[config.mk]
export PLATFORM = sky130hd
export DESIGN_NAME = mem_req_arbiter_flat
export DESIGN_NICKNAME = d
export VERILOG_FILES = /design/src/rtl/mem_req_arbiter_if.sv /design/src/rtl/mem_req_arbiter.sv /design/src/flat_wrapper.sv
export SDC_FILE = /design/constraint.sdc
export NUM_CORES = 1
export LEC_CHECK = 0
export CAP_MARGIN = 40
export CORE_MARGIN = 5
export CORE_UTILIZATION = 41
export CTS_CLUSTER_DIAMETER = 200
export DETAILED_ROUTE_END_ITERATION = 10
export PLACE_DENSITY = 0.76
export SYNTH_ARGS = -nofsm -noshare
export SYNTH_HDL_FRONTEND = slang
export SYNTH_SLANG_ARGS = --single-unit
[constraint.sdc]
create_clock -name sys_clk -period 6.1 [get_ports sys_clk]
set_clock_uncertainty 0.15 [all_clocks]
set_input_delay 1.83 -clock sys_clk [delete_from_list [all_inputs] [get_ports sys_clk]]
set_output_delay 1.83 -clock sys_clk [all_outputs]
set_load 0.02 [all_outputs]
[src/rtl/mem_req_arbiter_if.sv]
// mem_req_arbiter_if: bundles the instruction port, data port and cache-side
// request/response signals of mem_req_arbiter.
//   i_req_* / i_res_*   : instruction-fetch requester (read only)
//   d_req_* / d_res_*   : data load/store requester
//   mem_req_* / mem_res_*: single request port into the cache
//   grant_d             : current/last owner, 1 = data, 0 = instruction
// slave modport is the arbiter view; master modport is the environment view.
interface mem_req_arbiter_if #(
    parameter int ADDR_W = 27,
    parameter int DATA_W = 32
);
    logic [ADDR_W-1:0] i_req_addr;
    logic              i_req_valid;
    logic [DATA_W-1:0] i_res_data;
    logic              i_res_ready;

    logic [ADDR_W-1:0] d_req_addr;
    logic [DATA_W-1:0] d_req_data;
    logic              d_req_rw;
    logic              d_req_valid;
    logic [DATA_W-1:0] d_res_data;
    logic              d_res_ready;

    logic [ADDR_W-1:0] mem_req_addr;
    logic [DATA_W-1:0] mem_req_data;
    logic              mem_req_rw;
    logic              mem_req_valid;
    logic [DATA_W-1:0] mem_res_data;
    logic              mem_res_ready;

    logic              grant_d;

    modport slave (
        input  i_req_addr, i_req_valid,
        input  d_req_addr, d_req_data, d_req_rw, d_req_valid,
        input  mem_res_data, mem_res_ready,
        output i_res_data, i_res_ready,
        output d_res_data, d_res_ready,
        output mem_req_addr, mem_req_data, mem_req_rw, mem_req_valid,
        output grant_d
    );

    modport master (
        output i_req_addr, i_req_valid,
        output d_req_addr, d_req_data, d_req_rw, d_req_valid,
        output mem_res_data, mem_res_ready,
        input  i_res_data, i_res_ready,
        input  d_res_data, d_res_ready,
        input  mem_req_addr, mem_req_data, mem_req_rw, mem_req_valid,
        input  grant_d
    );
endinterface

[src/rtl/mem_req_arbiter.sv]
// mem_req_arbiter: shares the single cache request port between an
// instruction-fetch requester and a data load/store requester, one
// transaction at a time. Data has priority; after MAX_D_BURST consecutive
// data grants taken while instruction fetch waits, instruction fetch wins.
// Ports:
//   sys_clk : clock
//   rst     : asynchronous active-high reset
//   bus     : mem_req_arbiter_if.slave (requester, cache and grant signals)
// All outputs are registered.
module mem_req_arbiter #(
    parameter int ADDR_W      = 27,
    parameter int DATA_W      = 32,
    parameter int MAX_D_BURST = 4
) (
    input  logic                 sys_clk,
    input  logic                 rst,
    mem_req_arbiter_if.slave     bus
);

    localparam int CNT_W = $clog2(MAX_D_BURST + 1);
    localparam logic [CNT_W-1:0] MAX_CNT = CNT_W'(MAX_D_BURST);

    localparam logic [1:0] ST_IDLE   = 2'd0;
    localparam logic [1:0] ST_BUSY_I = 2'd1;
    localparam logic [1:0] ST_BUSY_D = 2'd2;
    localparam logic [1:0] ST_GAP    = 2'd3;

    logic [1:0]        state_q, state_d;
    logic [CNT_W-1:0]  starve_q, starve_d;
    logic [ADDR_W-1:0] mem_addr_q, mem_addr_d;
    logic [DATA_W-1:0] mem_data_q, mem_data_d;
    logic              mem_rw_q, mem_rw_d;
    logic              mem_valid_q, mem_valid_d;
    logic              grant_d_q, grant_d_d;
    logic [DATA_W-1:0] i_res_data_q, i_res_data_d;
    logic              i_res_ready_q, i_res_ready_d;
    logic [DATA_W-1:0] d_res_data_q, d_res_data_d;
    logic              d_res_ready_q, d_res_ready_d;
    logic              d_wins;

    always_comb begin
        state_d       = state_q;
        starve_d      = starve_q;
        mem_addr_d    = mem_addr_q;
        mem_data_d    = mem_data_q;
        mem_rw_d      = mem_rw_q;
        mem_valid_d   = mem_valid_q;
        grant_d_d     = grant_d_q;
        i_res_data_d  = i_res_data_q;
        d_res_data_d  = d_res_data_q;
        i_res_ready_d = 1'b0;
        d_res_ready_d = 1'b0;
        // Data wins unless instruction fetch has already waited out a full burst.
        d_wins = bus.d_req_valid && !(bus.i_req_valid && (starve_q == MAX_CNT));

        case (state_q)
            ST_IDLE: begin
                if (!bus.i_req_valid) begin
                    starve_d = '0;
                end
                if (d_wins) begin
                    mem_addr_d  = bus.d_req_addr;
                    mem_data_d  = bus.d_req_data;
                    mem_rw_d    = bus.d_req_rw;
                    mem_valid_d = 1'b1;
                    grant_d_d   = 1'b1;
                    state_d     = ST_BUSY_D;
                    // d_wins with i waiting implies starve_q < MAX_CNT, so no overflow.
                    if (bus.i_req_valid) begin
                        starve_d = starve_q + CNT_W'(1);
                    end
                end else if (bus.i_req_valid) begin
                    mem_addr_d  = bus.i_req_addr;
                    mem_data_d  = '0;
                    mem_rw_d    = 1'b0;
                    mem_valid_d = 1'b1;
                    grant_d_d   = 1'b0;
                    starve_d    = '0;
                    state_d     = ST_BUSY_I;
                end
            end
            ST_BUSY_I: begin
                if (bus.mem_res_ready) begin
                    mem_valid_d   = 1'b0;
                    i_res_data_d  = bus.mem_res_data;
                    i_res_ready_d = 1'b1;
                    state_d       = ST_GAP;
                end
            end
            ST_BUSY_D: begin
                if (bus.mem_res_ready) begin
                    mem_valid_d   = 1'b0;
                    d_res_data_d  = bus.mem_res_data;
                    d_res_ready_d = 1'b1;
                    state_d       = ST_GAP;
                end
            end
            default: begin
                state_d = ST_IDLE;
            end
        endcase
    end

    always_ff @(posedge sys_clk or posedge rst) begin
        if (rst) begin
            state_q       <= ST_IDLE;
            starve_q      <= '0;
            mem_addr_q    <= '0;
            mem_data_q    <= '0;
            mem_rw_q      <= 1'b0;
            mem_valid_q   <= 1'b0;
            grant_d_q     <= 1'b0;
            i_res_data_q  <= '0;
            i_res_ready_q <= 1'b0;
            d_res_data_q  <= '0;
            d_res_ready_q <= 1'b0;
        end else begin
            state_q       <= state_d;
            starve_q      <= starve_d;
            mem_addr_q    <= mem_addr_d;
            mem_data_q    <= mem_data_d;
            mem_rw_q      <= mem_rw_d;
            mem_valid_q   <= mem_valid_d;
            grant_d_q     <= grant_d_d;
            i_res_data_q  <= i_res_data_d;
            i_res_ready_q <= i_res_ready_d;
            d_res_data_q  <= d_res_data_d;
            d_res_ready_q <= d_res_ready_d;
        end
    end

    assign bus.mem_req_addr  = mem_addr_q;
    assign bus.mem_req_data  = mem_data_q;
    assign bus.mem_req_rw    = mem_rw_q;
    assign bus.mem_req_valid = mem_valid_q;
    assign bus.grant_d       = grant_d_q;
    assign bus.i_res_data    = i_res_data_q;
    assign bus.i_res_ready   = i_res_ready_q;
    assign bus.d_res_data    = d_res_data_q;
    assign bus.d_res_ready   = d_res_ready_q;

endmodule

[src/flat_wrapper.sv]
// flat-port wrapper written by rule: the top's interface ports become plain ports
module mem_req_arbiter_flat 
#(
    parameter int ADDR_W      = 27,
    parameter int DATA_W      = 32,
    parameter int MAX_D_BURST = 4
)
  (sys_clk, rst, bus_i_req_addr, bus_i_req_valid, bus_d_req_addr, bus_d_req_data, bus_d_req_rw, bus_d_req_valid, bus_mem_res_data, bus_mem_res_ready, bus_i_res_data, bus_i_res_ready, bus_d_res_data, bus_d_res_ready, bus_mem_req_addr, bus_mem_req_data, bus_mem_req_rw, bus_mem_req_valid, bus_grant_d);
  mem_req_arbiter_if #(.ADDR_W(ADDR_W), .DATA_W(DATA_W)) bus_i ();
  input  logic sys_clk;
  input  logic rst;
  input wire logic [$bits(bus_i.i_req_addr)-1:0] bus_i_req_addr;
  input wire logic [$bits(bus_i.i_req_valid)-1:0] bus_i_req_valid;
  input wire logic [$bits(bus_i.d_req_addr)-1:0] bus_d_req_addr;
  input wire logic [$bits(bus_i.d_req_data)-1:0] bus_d_req_data;
  input wire logic [$bits(bus_i.d_req_rw)-1:0] bus_d_req_rw;
  input wire logic [$bits(bus_i.d_req_valid)-1:0] bus_d_req_valid;
  input wire logic [$bits(bus_i.mem_res_data)-1:0] bus_mem_res_data;
  input wire logic [$bits(bus_i.mem_res_ready)-1:0] bus_mem_res_ready;
  output wire logic [$bits(bus_i.i_res_data)-1:0] bus_i_res_data;
  output wire logic [$bits(bus_i.i_res_ready)-1:0] bus_i_res_ready;
  output wire logic [$bits(bus_i.d_res_data)-1:0] bus_d_res_data;
  output wire logic [$bits(bus_i.d_res_ready)-1:0] bus_d_res_ready;
  output wire logic [$bits(bus_i.mem_req_addr)-1:0] bus_mem_req_addr;
  output wire logic [$bits(bus_i.mem_req_data)-1:0] bus_mem_req_data;
  output wire logic [$bits(bus_i.mem_req_rw)-1:0] bus_mem_req_rw;
  output wire logic [$bits(bus_i.mem_req_valid)-1:0] bus_mem_req_valid;
  output wire logic [$bits(bus_i.grant_d)-1:0] bus_grant_d;
  assign bus_i.i_req_addr = bus_i_req_addr;
  assign bus_i.i_req_valid = bus_i_req_valid;
  assign bus_i.d_req_addr = bus_d_req_addr;
  assign bus_i.d_req_data = bus_d_req_data;
  assign bus_i.d_req_rw = bus_d_req_rw;
  assign bus_i.d_req_valid = bus_d_req_valid;
  assign bus_i.mem_res_data = bus_mem_res_data;
  assign bus_i.mem_res_ready = bus_mem_res_ready;
  assign bus_i_res_data = bus_i.i_res_data;
  assign bus_i_res_ready = bus_i.i_res_ready;
  assign bus_d_res_data = bus_i.d_res_data;
  assign bus_d_res_ready = bus_i.d_res_ready;
  assign bus_mem_req_addr = bus_i.mem_req_addr;
  assign bus_mem_req_data = bus_i.mem_req_data;
  assign bus_mem_req_rw = bus_i.mem_req_rw;
  assign bus_mem_req_valid = bus_i.mem_req_valid;
  assign bus_grant_d = bus_i.grant_d;
  mem_req_arbiter #(.ADDR_W(ADDR_W), .DATA_W(DATA_W), .MAX_D_BURST(MAX_D_BURST)) u_core (.sys_clk(sys_clk), .rst(rst), .bus(bus_i));
endmodule
==> impl_metrics.tcl, run 1 <==
set metrics [dict create \
    status "complete, no violations" \
    register_area_um2 3330 \
    cts_root_buf "clkbuf_16" \
    multi_input_area_um2 1820 \
    fin_tns_setup_ps 0 \
    ys_types 33 \
    path_delay_family "buffers and inverters" \
    drt_iter0_markers 243 \
    hold_violations 0 \
    drive_above_1_share_pct 15.8 \
    synth_top_area_cell "dfrtp_1" \
    leakage_nw 3.63 \
    max_stage_delay_ps 450 \
    crit_path_start_kind "input pin" \
    initial_utilization_pct 42.2 \
    critPathCaptureType "register" \
    fp.dieH_um 124 \
    grt_start_max_net_pins 65 \
    critical_path_buf_inv_count 3 \
    synth.net_count 545 \
    internal_power_w 0.00314 \
    slew_headroom_pct 49.1 \
    min_period_ps 3420 \
    synth_top_cell_area_share_pct 62.0 \
    crit_cells 5 \
    worst-setup-path-type "input pin to register" \
    drc 0 \
    cpMaxStageDelayCell "clkdlybuf4s50_1" \
    worst_ep_required_time_ps 6210 \
    pwr-share-clk_pct 19.1 \
    yosys-top-cells-area "dfrtp_1 62%, mux2_2 14%, a22o_1 5.7%, a31oi_1 3.1%, nand3_1 2.7%" \
    clk_latency_ps 400 \
    numCtsBuffers 17 \
    io_pins 252 \
    seqPwrFrac_pct 32.3 \
    postSynthCellCount 415 \
    io_buffers 251 \
    syn_area_um2 5360 \
    vdd_drop_max_mv 0.240 \
    cts.clk_slew.worst_paths_ps 60 \
    area_growth_pct 59.6 \
    dp_hpwl_mm 11.3 \
    cts.repair.resized 0 \
    finalPower_w 0.00488 \
    row_count 41 \
    worst_slew_pin_slew_ps 764 \
    viasPerCell 5.12 \
    hold_path.class "register to register" \
    antenna_found_initial 0 \
    clock.fmax_mhz 293 \
    yosys_warnings 0 \
    n_antenna_cell 0 \
    htree_num_levels 4 \
    post-route-cell-area_um2 8560 \
    ys.flop_type "dfrtp_1" \
    cts.sinks 133 \
    first_pass_iters 4 \
    grt_usage_pct 20.1 \
    synth_async_sr_flop_share_pct 100 \
    fillers 1010 \
    dieArea_um2 15500 \
    yosysSeqAreaShare_pct 62.0 \
    grt_pass1_vias 4596 \
    cts_tree "built" \
    post-route-period-util_pct 56.0 \
    cellPowerDensity_nw_per_um2 570 \
    rsz0062_at_grt "no" \
    die_x_um 124 \
    clock_path_buffers 2 \
    routed_wirelength_mm 15.4 \
    max_cap_viol_count 0 \
    postSynthAreaPerCell_um2 12.9 \
    core-area_um2 12700 \
    routedWlPerCell_um 18.2 \
    ant_nets 0 \
    final_common_cell "clkdlybuf4s50_1" \
    grt_first_pass_wirelength_mm 24.8 \
    gp_congestion 0.836 \
    sw_frac_of_total_pct 35.7 \
    comb_power_share_pct 48.6 \
    placed_cell_area_um2 8020 \
    cp_max_fo 34 \
    drv_slew 0 \
    vias 4320 \
    grt-ovfl-total 0 \
    reg2regPathDepth 6 \
    postCtsHoldBufs 0 \
    cp_cell_sequence "clkdlybuf4s50_1 > buf_4 > inv_1 > o21ai_0 > a31oi_1" \
    p_sw_w 0.00174 \
    finish.net_count 794 \
    hold_depth 1 \
    post-cts-setup-buffers 0 \
    synth-edff-count 0 \
    final_cell_mix "251 x clkdlybuf4s50_1, 133 x dfrtp_1, 65 x mux2_2" \
    setup_viol 0 \
    worstPathArrival_ps 3520 \
    ys_seq_elements 133 \
]
==> Yosys cell counts (2+ instances only) <==
cell	instances
buf_2	19
buf_4	2
o21ai_1	5
mux2_2	65
o22ai_1	2
a31oi_1	27
nand3_1	29
nor2_1	27
ha_1	6
clkbuf_1	6
inv_1	10
nand2_1	7
dfrtp_1	133
o21ai_0	23
a22o_1	35
buf_6	2
==> power groups by stage <==
stage | clock (W) | sequential [W] | combinational, W
after floorplan | 0 | 0.00209 | 0.000709
after global placement | 0 | 0.00156 | 0.00234
after detailed placement | 0 | 0.00158 | 0.00240
after CTS | 0.000950 | 0.00158 | 0.00241
after global routing | 0.000989 | 0.00164 | 0.00252
final | 0.000933 | 0.00157 | 0.00237
==> area by class of cell <==
type | instances | share of cell area, %
Tap cell | 172 | 2.51
Inverter | 10 | 0.468
Sequential cell | 133 | 38.9
Multi-Input combinational cell | 241 | 21.3
Clock inverter | 5 | 0.614
Timing Repair Buffer | 261 | 30.6
Clock buffer | 22 | 5.66
==> sequential cells by signal, summed over array words and instances, names as in the netlist <==
signal	flops
u_core.bus.d_res_data	32
u_core.bus.i_res_data	32
u_core.bus.mem_req_data	32
u_core.bus.mem_req_addr	27
u_core.starve_q	3
u_core.state_q	2
u_core.bus.d_res_ready	1
u_core.bus.grant_d	1
u_core.bus.i_res_ready	1
u_core.bus.mem_req_rw	1
u_core.bus.mem_req_valid	1
==> metal layers <==
layer	global-route usage (%)	part of all wire, %	vias up
met5	0	0	-
met4	6.90	2.1	0
met3	6.99	6.6	25
met2	33.1	50	197
met1	24.6	41	2096
li1	-	-	2002
==> logic make-up after synthesis <==
| family | count (synthesis) | share of synthesized area [%] |
|---|---|---|
| compound gates | 98 | 12.5 |
| fa+ha+maj | 6 | 1.40 |
| buf+inv | 41 | 3.97 |
| flops | 133 | 62.0 |
| mux | 66 | 13.8 |
| simple gates | 71 | 6.23 |
==> path summary, 6_finish.rpt <==
check	to	startpoint	slack, ps
setup / recovery	u_core.bus.mem_req_addr[12]	bus_d_req_valid	2680
hold / removal	u_core.bus.d_res_data[12]	u_core.bus.d_res_data[12]	350
setup reg to reg	u_core.bus.mem_req_addr[26]	u_core.state_q[0]	4070
hold reg to reg	u_core.bus.d_res_data[12]	u_core.bus.d_res_data[12]	350
max in group asynchronous	u_core.state_q[0]	rst	2940
min in group asynchronous	u_core.bus.i_res_data[0]	rst	1760
==> stage by stage <==
| stage | util [%] | hold WS [ps] | setup WS [ps] | std cells |
|---|---|---|---|---|
| CTS | 67.3 | 341 | 2680 | 844 |
| finish | 67.3 | 349 | 2680 | 844 |
| global placement | 62.7 | 310 | 2030 | 815 |
| global route | 67.3 | 370 | 2540 | 844 |
| floorplan | - | 376 | 566 | 415 |
| detailed placement | 63.1 | 316 | 2260 | 817 |
(Power assumes the default switching activity.)
==> inputs of run 2 (changes only) <==
==> constraint.sdc (replaced) <==
create_clock -name sys_clk -period 3.16 [get_ports sys_clk]
set_clock_uncertainty 0.15 [all_clocks]
set_input_delay 0.948 -clock sys_clk [delete_from_list [all_inputs] [get_ports sys_clk]]
set_output_delay 0.948 -clock sys_clk [all_outputs]
set_load 0.02 [all_outputs]
==> run 2 against run 1 <==
  * Clock-buffer cell count down 3
  * Die area did not move
  * Combinational power is 94% higher
  * Sequential cell count is the same
  * Sequential power rose by 94%
  * Final cell count up 0.83%
  * Highest routed layer unchanged
==> impl_metrics.tcl, run 2 (synthesized netlist as in run 1, its figures left out) <==
set metrics [dict create \
    critical_path_buf_inv_count 1 \
    dp_cells 819 \
    antenna_found_initial 0 \
    drc 0 \
    leakage_nw 3.65 \
    dp_hpwl_mm 11.2 \
    routedWlPerCell_um 17.9 \
    vias 4303 \
    clock.fmax_mhz 398 \
    first_pass_iters 6 \
    min_period_ps 2510 \
    area_growth_pct 61.0 \
    final_common_cell "clkdlybuf4s50_1" \
    drv_slew 0 \
    min_from "u_core.bus.grant_d" \
    io_buffers 251 \
    fin_tns_setup_ps 0 \
    die_x_um 124 \
    stdcell_count 851 \
    fp.dieH_um 124 \
    postCtsHoldBufs 0 \
    post-cts-setup-buffers 0 \
    worst-setup-path-type "register to output pin" \
    crit-reg2reg-launch "u_core.state_q[1]" \
    cts.sinks 133 \
    grt_first_pass_wirelength_mm 24.7 \
    max_stage_delay_ps 650 \
    core-area_um2 12700 \
    slew_headroom_pct 57.8 \
    cp_max_fo 2 \
    hold_path.class "register to register" \
    status "complete, no violations" \
    row_count 41 \
    fillers 992 \
    ant_nets 0 \
    finish.net_count 796 \
    n_antenna_cell 0 \
    hold_depth 1 \
    vdd_drop_max_mv 0.515 \
    worst_ep_required_time_ps 2060 \
    worstPathArrival_ps 1410 \
    hold_violations 0 \
    clock_path_buffers 2 \
    clk_latency_ps 390 \
    initial_utilization_pct 42.2 \
    final_cell_mix "251 x clkdlybuf4s50_1, 133 x dfrtp_1, 65 x mux2_2" \
    setup_viol 0 \
    post-route-period-util_pct 79.5 \
    routed_wirelength_mm 15.2 \
    cp_cell_sequence "clkdlybuf4s50_1" \
    gp_congestion 0.810 \
    cts.clk_slew.worst_paths_ps 60 \
    critPathCaptureType "output pin" \
    cpMaxStageDelayCell "clkdlybuf4s50_1" \
    dieArea_um2 15500 \
    numCtsBuffers 17 \
    max_cap_viol_count 0 \
    cts_root_buf "clkbuf_16" \
    post-place-ws_ps 431 \
    crit_cells 1 \
    grt-ovfl-total 0 \
    grt_usage_pct 19.7 \
    critPathLaunch "u_core.bus.i_res_data[20]" \
    grt_start_max_net_pins 73 \
    drt_iter0_markers 215 \
    drive_above_1_share_pct 16.5 \
    cts.repair.resized 0 \
    reg2regPathDepth 6 \
    crit_path_start_kind "register" \
    cts_tree "built" \
    layout_setup_ws_ps 647 \
    worst_slew_pin_slew_ps 633 \
    grt_pass1_vias 4523 \
    cellPowerDensity_nw_per_um2 1100 \
    rsz0062_at_grt "no" \
    path_delay_family "buffers and inverters" \
    htree_num_levels 4 \
    io_pins 252 \
    viasPerCell 5.06 \
    finalPower_w 0.00946 \
]
-- run 2: layout make-up --
class                   instances  area, µm²  area share [%]
flip-flops and latches        133       3330            38.5
repair buffers                263       2670            30.9
multi-input cells             241       1820            21.1
clock buffers                  19        433            5.01
well taps                     172        215            2.49
clock inverters                13        124            1.43
inverters                      10       41.3           0.478
-- run 2: worst paths after layout --
check                      slack, ps                           to
min in group asynchronous        770     u_core.bus.mem_req_valid
max                              650           bus_i_res_data[20]
max in group asynchronous       1410  u_core.bus.mem_req_addr[21]
min reg2reg                      340           u_core.bus.grant_d
min                              340           u_core.bus.grant_d
max reg2reg                      970  u_core.bus.mem_req_data[31]
-- run 2: routing by layer --
layer / vias to the layer above / track usage [%] / share of wire, %
li1: 2010 / - / -
met4: 0 / 5.29 / 1.3
met2: 187 / 32.5 / 49
met1: 2092 / 24.6 / 42
met3: 14 / 6.99 / 7.3
met5: - / 0 / 0
-- run 2: report_power, final --
part           internal, W  total (W)  leakage (nW)  switching, W
Sequential         0.00257    0.00304          1.60      0.000469
Clock              0.00109    0.00182         0.265      0.000729
Combinational      0.00237    0.00460          1.78       0.00223
Total              0.00603    0.00946          3.65       0.00343
-- run 2: per-stage QoR --
step,util (%),area (µm²),hold WS [ps]
floorplan,-,5370,376
global placement,63.4,8070,312
detailed placement,63.5,8080,324
CTS,67.9,8640,341
global route,67.9,8640,371
finish,67.9,8640,336
==> inputs of run 3 (changes only) <==
--- a/config.mk
+++ b/config.mk
@@ -7,10 +7,10 @@
 export LEC_CHECK = 0
 export CAP_MARGIN = 40
 export CORE_MARGIN = 5
-export CORE_UTILIZATION = 41
+export CORE_UTILIZATION = 37
 export CTS_CLUSTER_DIAMETER = 200
 export DETAILED_ROUTE_END_ITERATION = 10
-export PLACE_DENSITY = 0.76
+export PLACE_DENSITY = 0.72
 export SYNTH_ARGS = -nofsm -noshare
 export SYNTH_HDL_FRONTEND = slang
 export SYNTH_SLANG_ARGS = --single-unit
==> constraint.sdc (replaced) <==
create_clock -name sys_clk -period 2.25 [get_ports sys_clk]
set_clock_uncertainty 0.15 [all_clocks]
set_input_delay 0.675 -clock sys_clk [delete_from_list [all_inputs] [get_ports sys_clk]]
set_output_delay 0.675 -clock sys_clk [all_outputs]
set_load 0.02 [all_outputs]
==> run 3 against run 2 <==
  * Hold slack better by 16 ps
  * Sequential power is 40% higher
  * Register-to-register slack lost 680 ps
  * Critical endpoint is now bus_mem_req_addr[21]
  * Highest routed layer unchanged
==> impl_metrics.tcl, run 3 (synthesized netlist as in run 1, its figures left out) <==
set metrics [dict create \
    io_buffers 251 \
    drt_iter0_markers 194 \
    worst_ep_required_time_ps 1420 \
    r2r_slack_ps 290 \
    routedLengthMet1_mm 6.09 \
    worstPathArrival_ps 1390 \
    crit_cells 1 \
    die_x_um 130 \
    drive_above_1_share_pct 17.3 \
    utilization_pct 61.5 \
    io_pins 252 \
    cpMaxStageDelayCell "clkdlybuf4s50_1" \
    drv_slew 0 \
    hold_path.class "register to register" \
    dr.max_layer_used "met4" \
    crit-reg2reg-launch "u_core.state_q[0]" \
    dieArea_um2 17000 \
    area_growth_pct 64.9 \
    leakage_nw 4.18 \
    ant_nets 0 \
    row_count 44 \
    worst-setup-path-type "register to output pin" \
    cts_tree "built" \
    grt_first_pass_wirelength_mm 23.1 \
    drc 0 \
    min_from "u_core.bus.d_res_data[26]" \
    grt_usage_pct 17.5 \
    vias 4307 \
    path_delay_family "buffers and inverters" \
    htree_num_levels 4 \
    reg2reg_to "u_core.bus.mem_req_valid" \
    cp_max_fo 2 \
    fp.dieH_um 130 \
    status "complete, no violations" \
    clk_latency_ps 410 \
    post-route-period-util_pct 98.2 \
    dp_hpwl_mm 10.9 \
    grt_start_max_net_pins 92 \
    cts_root_buf "clkbuf_16" \
    viasPerCell 4.96 \
    clock_path_buffers 2 \
    max_cap_viol_count 0 \
    critical_path_buf_inv_count 1 \
    hold_violations 0 \
    fin_tns_setup_ps 0 \
    post-place-ws_ps -205 \
    wl_met2_mm 7.51 \
    grt-ovfl-total 0 \
    final_cell_mix "202 x clkdlybuf4s50_1, 133 x dfrtp_1, 65 x mux2_2" \
    cts.clk_slew.worst_paths_ps 50 \
    max_stage_delay_ps 630 \
    crit_path_start_kind "register" \
    layout_setup_ws_ps 39.7 \
    critPathCaptureType "output pin" \
    grt_pass1_vias 4466 \
    post-cts-setup-buffers 0 \
    hold_depth 1 \
    initial_utilization_pct 37.3 \
    clock.fmax_mhz 452 \
    first_pass_iters 5 \
    gp_congestion 0.766 \
    cp_cell_sequence "clkdlybuf4s50_1" \
    met3_length_mm 1.24 \
    holdPathEnd "u_core.bus.d_res_data[26]" \
    finalPower_w 0.0133 \
    core-area_um2 14400 \
    antenna_found_initial 0 \
    routedWlPerCell_um 17.3 \
    worst_slew_pin_slew_ps 510 \
    cellPowerDensity_nw_per_um2 1510 \
    n_antenna_cell 0 \
    cts.sinks 133 \
    setup_viol 0 \
    numCtsBuffers 17 \
    rsz0062_at_grt "no" \
    routed_wirelength_mm 15.0 \
    finish.net_count 801 \
    min_period_ps 2210 \
    final_common_cell "clkdlybuf4s50_1" \
    slew_headroom_pct 66.0 \
    reg2regPathDepth 6 \
    vdd_drop_max_mv 0.783 \
]
[run 3: repair_timing]
item | CTS | global route
hold buffers | 0 | 0
setup endpoints to repair | 8 | 41
resized for setup | 8 | 41
hold endpoints to repair | 0 | 0
[run 3: power breakdown]
part	internal (W)	total, W	switching, W	leakage [nW]
Combinational	0.00326	0.00639	0.00313	2.29
Sequential	0.00361	0.00426	0.000653	1.60
Clock	0.00172	0.00269	0.000970	0.287
[run 3: final cells by class]
class                   count  area [µm²]
well taps                 184         230
flip-flops and latches    133        3330
repair buffers            268        2830
clock inverters             7        67.6
multi-input cells         241        1820
fillers                  1144        5530
inverters                  10        41.3
clock buffers              25         526
[run 3: layer usage]
| metal | GRT usage (%) | vias up |
|---|---|---|
| li1 | - | 2013 |
| met5 | 0 | - |
| met3 | 5.33 | 24 |
| met2 | 28.8 | 196 |
| met1 | 22.0 | 2074 |
| met4 | 5.81 | 0 |
[run 3: worst max-delay path by stage]
stage                                 from                     endpoint  slack (ps)
3_3_place_gp               bus_i_req_valid  u_core.bus.mem_req_data[16]        -420
6_report       u_core.bus.mem_req_addr[21]         bus_mem_req_addr[21]          40
3_5_place_dp               bus_d_req_valid     u_core.bus.mem_req_valid        -210
2_1_floorplan                          rst     u_core.bus.d_res_data[0]        -230
5_1_grt           u_core.bus.i_res_data[3]            bus_i_res_data[3]         0.4
4_1_cts         u_core.bus.mem_req_addr[3]          bus_mem_req_addr[3]        0.03
[run 3: metrics by stage]
step | instances | hold slack (ps) | area [µm²]
5_1_grt | 868 | 370 | 8840
2_1_floorplan | 415 | 376 | 5370
3_3_place_gp | 835 | 336 | 8140
6_report | 868 | 352 | 8840
3_5_place_dp | 836 | 338 | 8160
4_1_cts | 868 | 356 | 8740
